`src/rtl/rabbit_pkg.sv`:
```
// Shared types and widths for the Rabbit stream controller.
// No logic; no latency.
// No flow control; types only.
package rabbit_pkg;

  localparam int KEY_W = 128;
  localparam int BLK_W = 128;

  typedef enum logic [2:0] {
    IDLE  = 3'd0,
    LOAD  = 3'd1,
    SETUP = 3'd2,
    PRIME = 3'd3,
    RUN   = 3'd4
  } state_t;

endpackage

```
`src/rtl/rabbit_stream_ctrl.sv`:
```
// Sequences the Rabbit core (load, key setup, prime) and XORs each data block with one keystream word.
// Latency: one cycle from in handshake to out_valid; key setup costs LOAD + setup cycles + one PRIME cycle.
// Backpressure: one-entry output register; in_ready = !out_valid || out_ready, core advances only on an accepted block.
module rabbit_stream_ctrl
  import rabbit_pkg::*;
#(
  parameter int CNT_W         = 32,
  parameter int SETUP_TIMEOUT = 15
) (
  input  logic             clk,
  input  logic             rst_n,
  input  logic             key_valid,
  output logic             key_ready,
  input  logic [KEY_W-1:0] key,
  input  logic             in_valid,
  output logic             in_ready,
  input  logic [BLK_W-1:0] in_data,
  input  logic             in_last,
  output logic             out_valid,
  input  logic             out_ready,
  output logic [BLK_W-1:0] out_data,
  output logic             out_last,
  output logic             busy,
  output logic [CNT_W-1:0] blk_count,
  output logic             err_timeout,
  output logic             core_load,
  output logic             core_en,
  output logic [KEY_W-1:0] core_key,
  input  logic [BLK_W-1:0] core_keystream,
  input  logic             core_ready
);

  localparam int TMO_W = $clog2(SETUP_TIMEOUT + 1);
  localparam logic [TMO_W-1:0] TMO_LAST = TMO_W'(SETUP_TIMEOUT - 1);

  state_t           state;
  state_t           state_nxt;
  logic [TMO_W-1:0] tmo_cnt;
  logic             tmo_hit;
  logic             key_hs;
  logic             in_hs;
  logic             out_hs;

  assign key_hs = key_valid && key_ready;
  assign in_hs  = in_valid && in_ready;
  assign out_hs = out_valid && out_ready;
  assign busy   = (state != IDLE);

  // State register.
  always_ff @(posedge clk or negedge rst_n) begin
    if (!rst_n) begin
      state <= IDLE;
    end else begin
      state <= state_nxt;
    end
  end

  // Next state and core/handshake strobes; key_ready is held low while reset is asserted.
  always_comb begin
    state_nxt = state;
    key_ready = 1'b0;
    in_ready  = 1'b0;
    core_load = 1'b0;
    core_en   = 1'b0;
    tmo_hit   = 1'b0;
    unique case (state)
      IDLE: begin
        key_ready = rst_n && !out_valid;
      end
      LOAD: begin
        core_load = 1'b1;
        state_nxt = SETUP;
      end
      SETUP: begin
        if (core_ready) begin
          state_nxt = PRIME;
        end else begin
          core_en = 1'b1;
          if (tmo_cnt == TMO_LAST) begin
            tmo_hit   = 1'b1;
            state_nxt = IDLE;
          end
        end
      end
      PRIME: begin
        // Discard the post-setup state so the first block uses a fresh word.
        core_en   = 1'b1;
        state_nxt = RUN;
      end
      RUN: begin
        // A held final block stops intake until it leaves; the core is then spent.
        in_ready  = !(out_valid && out_last) && (!out_valid || out_ready);
        key_ready = rst_n && !out_valid && !in_valid;
        core_en   = in_valid && in_ready;
        if (out_valid && out_last && out_ready) begin
          state_nxt = IDLE;
        end
      end
      default: begin
        state_nxt = IDLE;
      end
    endcase
    if (key_valid && key_ready) begin
      state_nxt = LOAD;
    end
  end

  // Key register, setup timeout counter and sticky timeout flag.
  always_ff @(posedge clk or negedge rst_n) begin
    if (!rst_n) begin
      core_key    <= '0;
      tmo_cnt     <= '0;
      err_timeout <= 1'b0;
    end else begin
      if (key_hs) begin
        core_key    <= key;
        err_timeout <= 1'b0;
      end else if (tmo_hit) begin
        err_timeout <= 1'b1;
      end
      if (state == LOAD) begin
        tmo_cnt <= '0;
      end else if (state == SETUP && !core_ready) begin
        tmo_cnt <= tmo_cnt + TMO_W'(1);
      end
    end
  end

  // Output register and block counter; keystream is consumed only on an accepted block.
  always_ff @(posedge clk or negedge rst_n) begin
    if (!rst_n) begin
      out_valid <= 1'b0;
      out_data  <= '0;
      out_last  <= 1'b0;
      blk_count <= '0;
    end else begin
      if (key_hs) begin
        blk_count <= '0;
      end
      if (in_hs) begin
        out_data  <= in_data ^ core_keystream;
        out_last  <= in_last;
        out_valid <= 1'b1;
        blk_count <= blk_count + CNT_W'(1);
      end else if (out_hs) begin
        out_valid <= 1'b0;
        out_last  <= 1'b0;
      end
    end
  end

endmodule
```
`config.mk`:
```
export PLATFORM = sky130hd
export DESIGN_NAME = rabbit_stream_ctrl
export DESIGN_NICKNAME = d
export VERILOG_FILES = /design/src/rtl/rabbit_pkg.sv /design/src/rtl/rabbit_stream_ctrl.sv
export SDC_FILE = /design/constraint.sdc
export NUM_CORES = 1
export LEC_CHECK = 0
export BUFFER_PORTS_ARGS = -buffer_cell sky130_fd_sc_hd__buf_2
export CORE_AREA = 2 2 265 267
export DETAILED_ROUTE_END_ITERATION = 12
export DIE_AREA = 0 0 267 269
export PLACE_DENSITY = 0.51
export RECOVER_POWER = 100
export SETUP_SLACK_MARGIN = 0.2
export SYNTH_ARGS = -nofsm -noshare
export SYNTH_HDL_FRONTEND = slang
export SYNTH_SLANG_ARGS = --single-unit
```
`constraint.sdc`:
```
create_clock -name clk -period 2.3 [get_ports clk]
set_input_delay 0.46 -clock clk [delete_from_list [all_inputs] [get_ports clk]]
set_output_delay 0.46 -clock clk [all_outputs]
set_load 0.01 [all_outputs]
```
After elaboration in Yosys (flattened, before gate mapping)

Index checks and enable logic that the tools add are counted.

Word-level logic and storage cells: 63
Flip-flop bits (word level): 298
Bits of input ports: 391
Output and inout bits: 296

Muxes and demuxes: 22
Bitwise logic cells: 1
Equal/unequal tests: 8
Reduce and logical (&&, ||, !) cells: 22
$add $sub $neg: 2

Operators with widths:

| cell                                                             | number |
|---|---|
| 128-bit bitwise XOR                                              | 1 |
| 32-bit 2-to-1 mux                                                | 2 |
| 32-bit by 1-bit adder with 32-bit output (second input constant) | 1 |
| 3-bit one-hot mux with 5 select lines                            | 1 |
| 3-bit 2-to-1 mux                                                 | 4 |
| 1-bit 2-to-1 mux                                                 | 11 |
| 1-bit logical AND                                                | 10 |
| 4-bit 2-to-1 mux                                                 | 2 |
| 2-bit nonzero test                                               | 4 |
| 3-bit by 2-bit == test with 1-bit output (second input constant) | 2 |
| 4-bit by 1-bit adder with 4-bit output (second input constant)   | 1 |
| 4-bit == test (second input constant)                            | 1 |
| 1-bit zero test                                                  | 4 |
| 4-bit inequality test (second input constant)                    | 1 |
| 3-bit by 1-bit == test with 1-bit output (second input constant) | 1 |
| 3-bit == test (second input constant)                            | 1 |
| 3-bit zero test                                                  | 1 |
| 3-bit inequality test (second input constant)                    | 1 |
| 1-bit one-hot mux with 3 select lines                            | 1 |
| 3-bit AND reduction                                              | 1 |
| 3-bit nonzero test                                               | 1 |
| 2-bit inequality test (second input constant)                    | 1 |
| 1-bit one-hot mux with 2 select lines                            | 1 |
| 1-bit logical OR                                                 | 1 |

Logic depth before layout (Yosys ltp)

Depth in word-level cells: 7
Mapped depth: 8
Depth with buffers taken out: 5

Worst setup path before layout

Ideal clock, no wire load.

Kind: register to output
Start point: register out_valid
End point: output core_en
Setup slack: 326 ps
Cell stages (with the launch flop): 8
Arrival time: 1514 ps
Data required time: 1840 ps
Cells stage by stage: dfrtp_1 > buf_2 > inv_1 > o21ai_2 > buf_6 > buf_2 > buf_2 > nand3_1

Word-level cells in the longest chain between the ends: 5
Elaborated cells between the ends (all ways): 7
Classes of those cells: mux (1); reduce/logical (6)

Ends and longest elaborated chain:

| element                                              | line                      | source |
|---|---|---|
| start, declared                                      | rabbit_stream_ctrl.sv:19  | `output logic out_valid,` |
| start signal, assigned                               | rabbit_stream_ctrl.sv:132 | `out_valid <= 1'b0;` |
| start signal, assigned                               | rabbit_stream_ctrl.sv:143 | `out_valid <= 1'b1;` |
| start signal, assigned                               | rabbit_stream_ctrl.sv:146 | `out_valid <= 1'b0;` |
| 1-bit logical AND or 1-bit zero test (tied branches) | rabbit_stream_ctrl.sv:92  | `in_ready = !(out_valid && out_last) && (!out_valid \|\| out_ready);` |
| 1-bit zero test or 1-bit logical OR (tied branches)  | rabbit_stream_ctrl.sv:92  |  |
| 1-bit logical AND (*)                                | rabbit_stream_ctrl.sv:92  |  |
| 1-bit logical AND (*)                                | rabbit_stream_ctrl.sv:94  | `core_en = in_valid && in_ready;` |
| 1-bit one-hot mux with 3 select lines (*)            | rabbit_stream_ctrl.sv:66  | `unique case (state)` |
| end, declared                                        | rabbit_stream_ctrl.sv:27  | `output logic core_en,` |

Mark *: on every way between the ends. The rest lies on a longest branch, timed or not.

Final worst setup path

Start point: register state[2]
End point: output core_en

Word-level cells in the longest chain between the ends: 2
Elaborated cells between the ends (all ways): 4
Classes of those cells: eq/ne (3); mux (1)

Ends and longest elaborated chain:

| element                                                                   | line                     | source |
|---|---|---|
| start, declared                                                           | rabbit_stream_ctrl.sv:36 | `state_t state;` |
| start signal, assigned                                                    | rabbit_stream_ctrl.sv:54 | `state <= state_nxt;` |
| 3-bit == test or 3-bit by 2-bit == test with 1-bit output (tied branches) | rabbit_stream_ctrl.sv:66 |  |
| 1-bit one-hot mux with 3 select lines (*)                                 | rabbit_stream_ctrl.sv:66 |  |

Marks and branches as above.

==> flow_metrics.tcl <==
set metrics [dict create \
    finalSetupTns_ps 0 \
    stdcell_count 2997 \
    synthToLayoutAreaGrowth_pct 45.0 \
    cp_data_arrival_time_ps 1680 \
    routedWlPerCell_um 15.5 \
    rows 97 \
    cts.clk_slew.worst_paths_ps 60 \
    first_pass_iters 4 \
    grt_pass1_vias 11000 \
    synth_cell_types 47 \
    avgViaCountPerCell 3.80 \
    crit_path_end_kind "output port" \
    leakage_nw 9.00 \
    slew_viol_final 0 \
    utilization 0.266 \
    synthTopCellsByArea "dfrtp_1 (59%), nand2_1 (16%), xnor2_1 (8.8%)" \
    gp_congestion 0.801 \
    cts_tree "yes" \
    h-tree-depth 2 \
    maxCapViolCount 0 \
    min_period_over_period 0.932 \
    period_minus_slack_ps 2140 \
    detail_route.wirelength_um 46600 \
    critical_path_class "reg2out" \
    synth_top_area_share 0.587 \
    max_freq_ghz 0.467 \
    num_io_pins 687 \
    die_h_um 269 \
    drc 0 \
    pwr_density_cell_nw_per_um2 1150 \
    place_area_um2 17500 \
    track_usage 0.121 \
    avgSynthCellArea_um2 9.63 \
    final_area_um2 18400 \
    worst-slew-pin-transition_ps 1240 \
    drt.antenna.violating_nets 0 \
    start_kind "flop" \
    antenna_found_initial 1 \
    ys_warn_count 0 \
    via_count 11400 \
    syn_inst 1319 \
    rsz0062_at_grt "true" \
    cts-root-buf "clkbuf_16" \
    fillers 7665 \
    syn_nets 1713 \
    clockBufferDepth 3 \
    die_area_um2 71800 \
    grt-ovfl-total 0 \
    fin_ws_ps 157 \
    yosys.area.top_type "dfrtp_1" \
    dieWidth_um 267 \
    start_util 0.183 \
    dp.cells 2919 \
    hpwl_um 37000 \
    core_area_um2 69300 \
    cp_data_required_time_ps 1840 \
    vdd_ir_drop_max_v 0.000397 \
    slew_headroom 0.173 \
    seq_area_frac_synth 0.587 \
    status "complete, no violations" \
    synth_area_um2 12700 \
    cts_buffers 35 \
    clock_latency_ps 520 \
    fin_worst_skew_ps 9.36 \
    hold_viol_final 0 \
    num-nets-final 2426 \
    io_buffers 686 \
    drt-initial-drc-count 567 \
    drive_above_1_share 0.251 \
    grt_pass1_wl_um 66000 \
    cts_sinks 298 \
    worstPathMaxFanout 3 \
    hold_class "in2reg" \
    yosys_register_bits 298 \
    grt_max_degree 133 \
    final-setup-viol-count 0 \
    pre_cts_ws_ps 329 \
]
cell usage after synthesis (all sizes together):
cell type,n
a211oi,1
nor4,1
o211ai,1
dfrtp,298
and4,3
and3,7
o31ai,1
xnor2,128
a21o,1
ha,3
nand2b,3
o21a,1
nand3b,1
a41o,1
nor2,7
a21oi,4
nor3b,1
nor4b,3
nand3,22
nand4bb,1
a31oi,1
o21ai,136
mux2i,29
buf,36
mux2,3
xor2,2
inv,6
nor2b,2
and2,5
nand4,19
and4bb,2
or3,3
a2111oi,1
clkbuf,33
a31o,1
nor3,3
nand2,548
or2,1
sequential cells by signal, summed over array words and instances, names as in the netlist:
signal	cells
state	3
out_data	128
core_key	128
tmo_cnt	4
err_timeout	1
out_valid	1
blk_count	32
out_last	1
stage by stage:
stage,hold slack (ps),total power [W]
after floorplan,164,0.0119
after global placement,441,0.0159
after detailed placement,437,0.0160
after CTS,71.3,0.0222
after global routing,91.3,0.0228
final,124,0.0212
placed cells by master, fill, tap and decap left out, drive strengths merged, types with 2 or more instances in the layout:
cell type,Yosys,final
a21oi,4,4
and2,5,5
and3,7,7
and4,3,3
and4bb,2,2
buf,36,428
bufinv,0,4
clkbuf,33,365
clkinv,0,7
dfrtp,298,298
ha,3,3
inv,6,6
mux2,3,3
mux2i,29,29
nand2,548,548
nand2b,3,3
nand3,22,22
nand4,19,19
nor2,7,7
nor2b,2,2
nor3,3,3
nor4b,3,3
o21ai,136,136
or3,3,3
xnor2,128,128
xor2,2,2
repair_timing:
item,CTS,global route
setup endpoints to repair,4,8
hold endpoints to repair,14,0
setup buffers,12,3
gates resized for setup,15,14
hold buffers,1,0
pin swaps,6,7
layout make-up:
class                      instances  area (µm²)  share of cell area
timing repair buffer             745        3580               0.194
clock buffer                      49        1020              0.0554
antenna                            1        2.50            0.000136
inverter                           6        25.0             0.00136
tap                              940        1180              0.0638
clock inverter                    12         166             0.00903
multi-input combinational        946        4990               0.271
sequential                       298        7460               0.405
cell families after synthesis:
kind of cell,synth area share
buffers and inverters,0.0271
flip-flops,0.587
AND/OR/NAND/NOR,0.205
AO/OA/AOI/OAI,0.0632
multiplexers,0.0255
adder cells (fa/ha/maj),0.00295
XOR/XNOR,0.0896
where the power goes:
group / internal (W) / leakage (nW) / switching (W)
Combinational: 0.00249 / 4.60 / 0.00450
Sequential: 0.00729 / 3.82 / 0.00116
Clock: 0.00354 / 0.584 / 0.00222
critical path: stages, from the launching register on:
cell and delay [ps]:
dfrtp_2 420, nand2b_4 140, or3_1 380, nand3_4 110
buf_6 110
worst paths after layout:
path / endpoint / start / cells past startpoint / slack (ps)
setup / recovery: core_en / state[2]$_DFFE_PN0P_ / 4 / 160
hold / removal: core_key[64]$_DFFE_PN0P_ / key[64] / 3 / 120
setup reg to reg: out_data[35]$_DFFE_PN0P_ / out_valid$_DFFE_PN0P_ / 7 / 190
hold reg to reg: core_key[20]$_DFFE_PN0P_ / core_key[20]$_DFFE_PN0P_ / 2 / 470
max in group asynchronous: core_key[43]$_DFFE_PN0P_ / rst_n / 4 / 380
min in group asynchronous: core_key[56]$_DFFE_PN0P_ / rst_n / 3 / 490
routing by layer:
metal	up-vias	global-route usage	part of all wire
met2	471	0.213	0.49
met4	0	0.0477	0.036
met3	64	0.0309	0.070
met1	5198	0.141	0.40
li1	5665	-	-
met5	-	0	0
(Power assumes the default switching activity.)
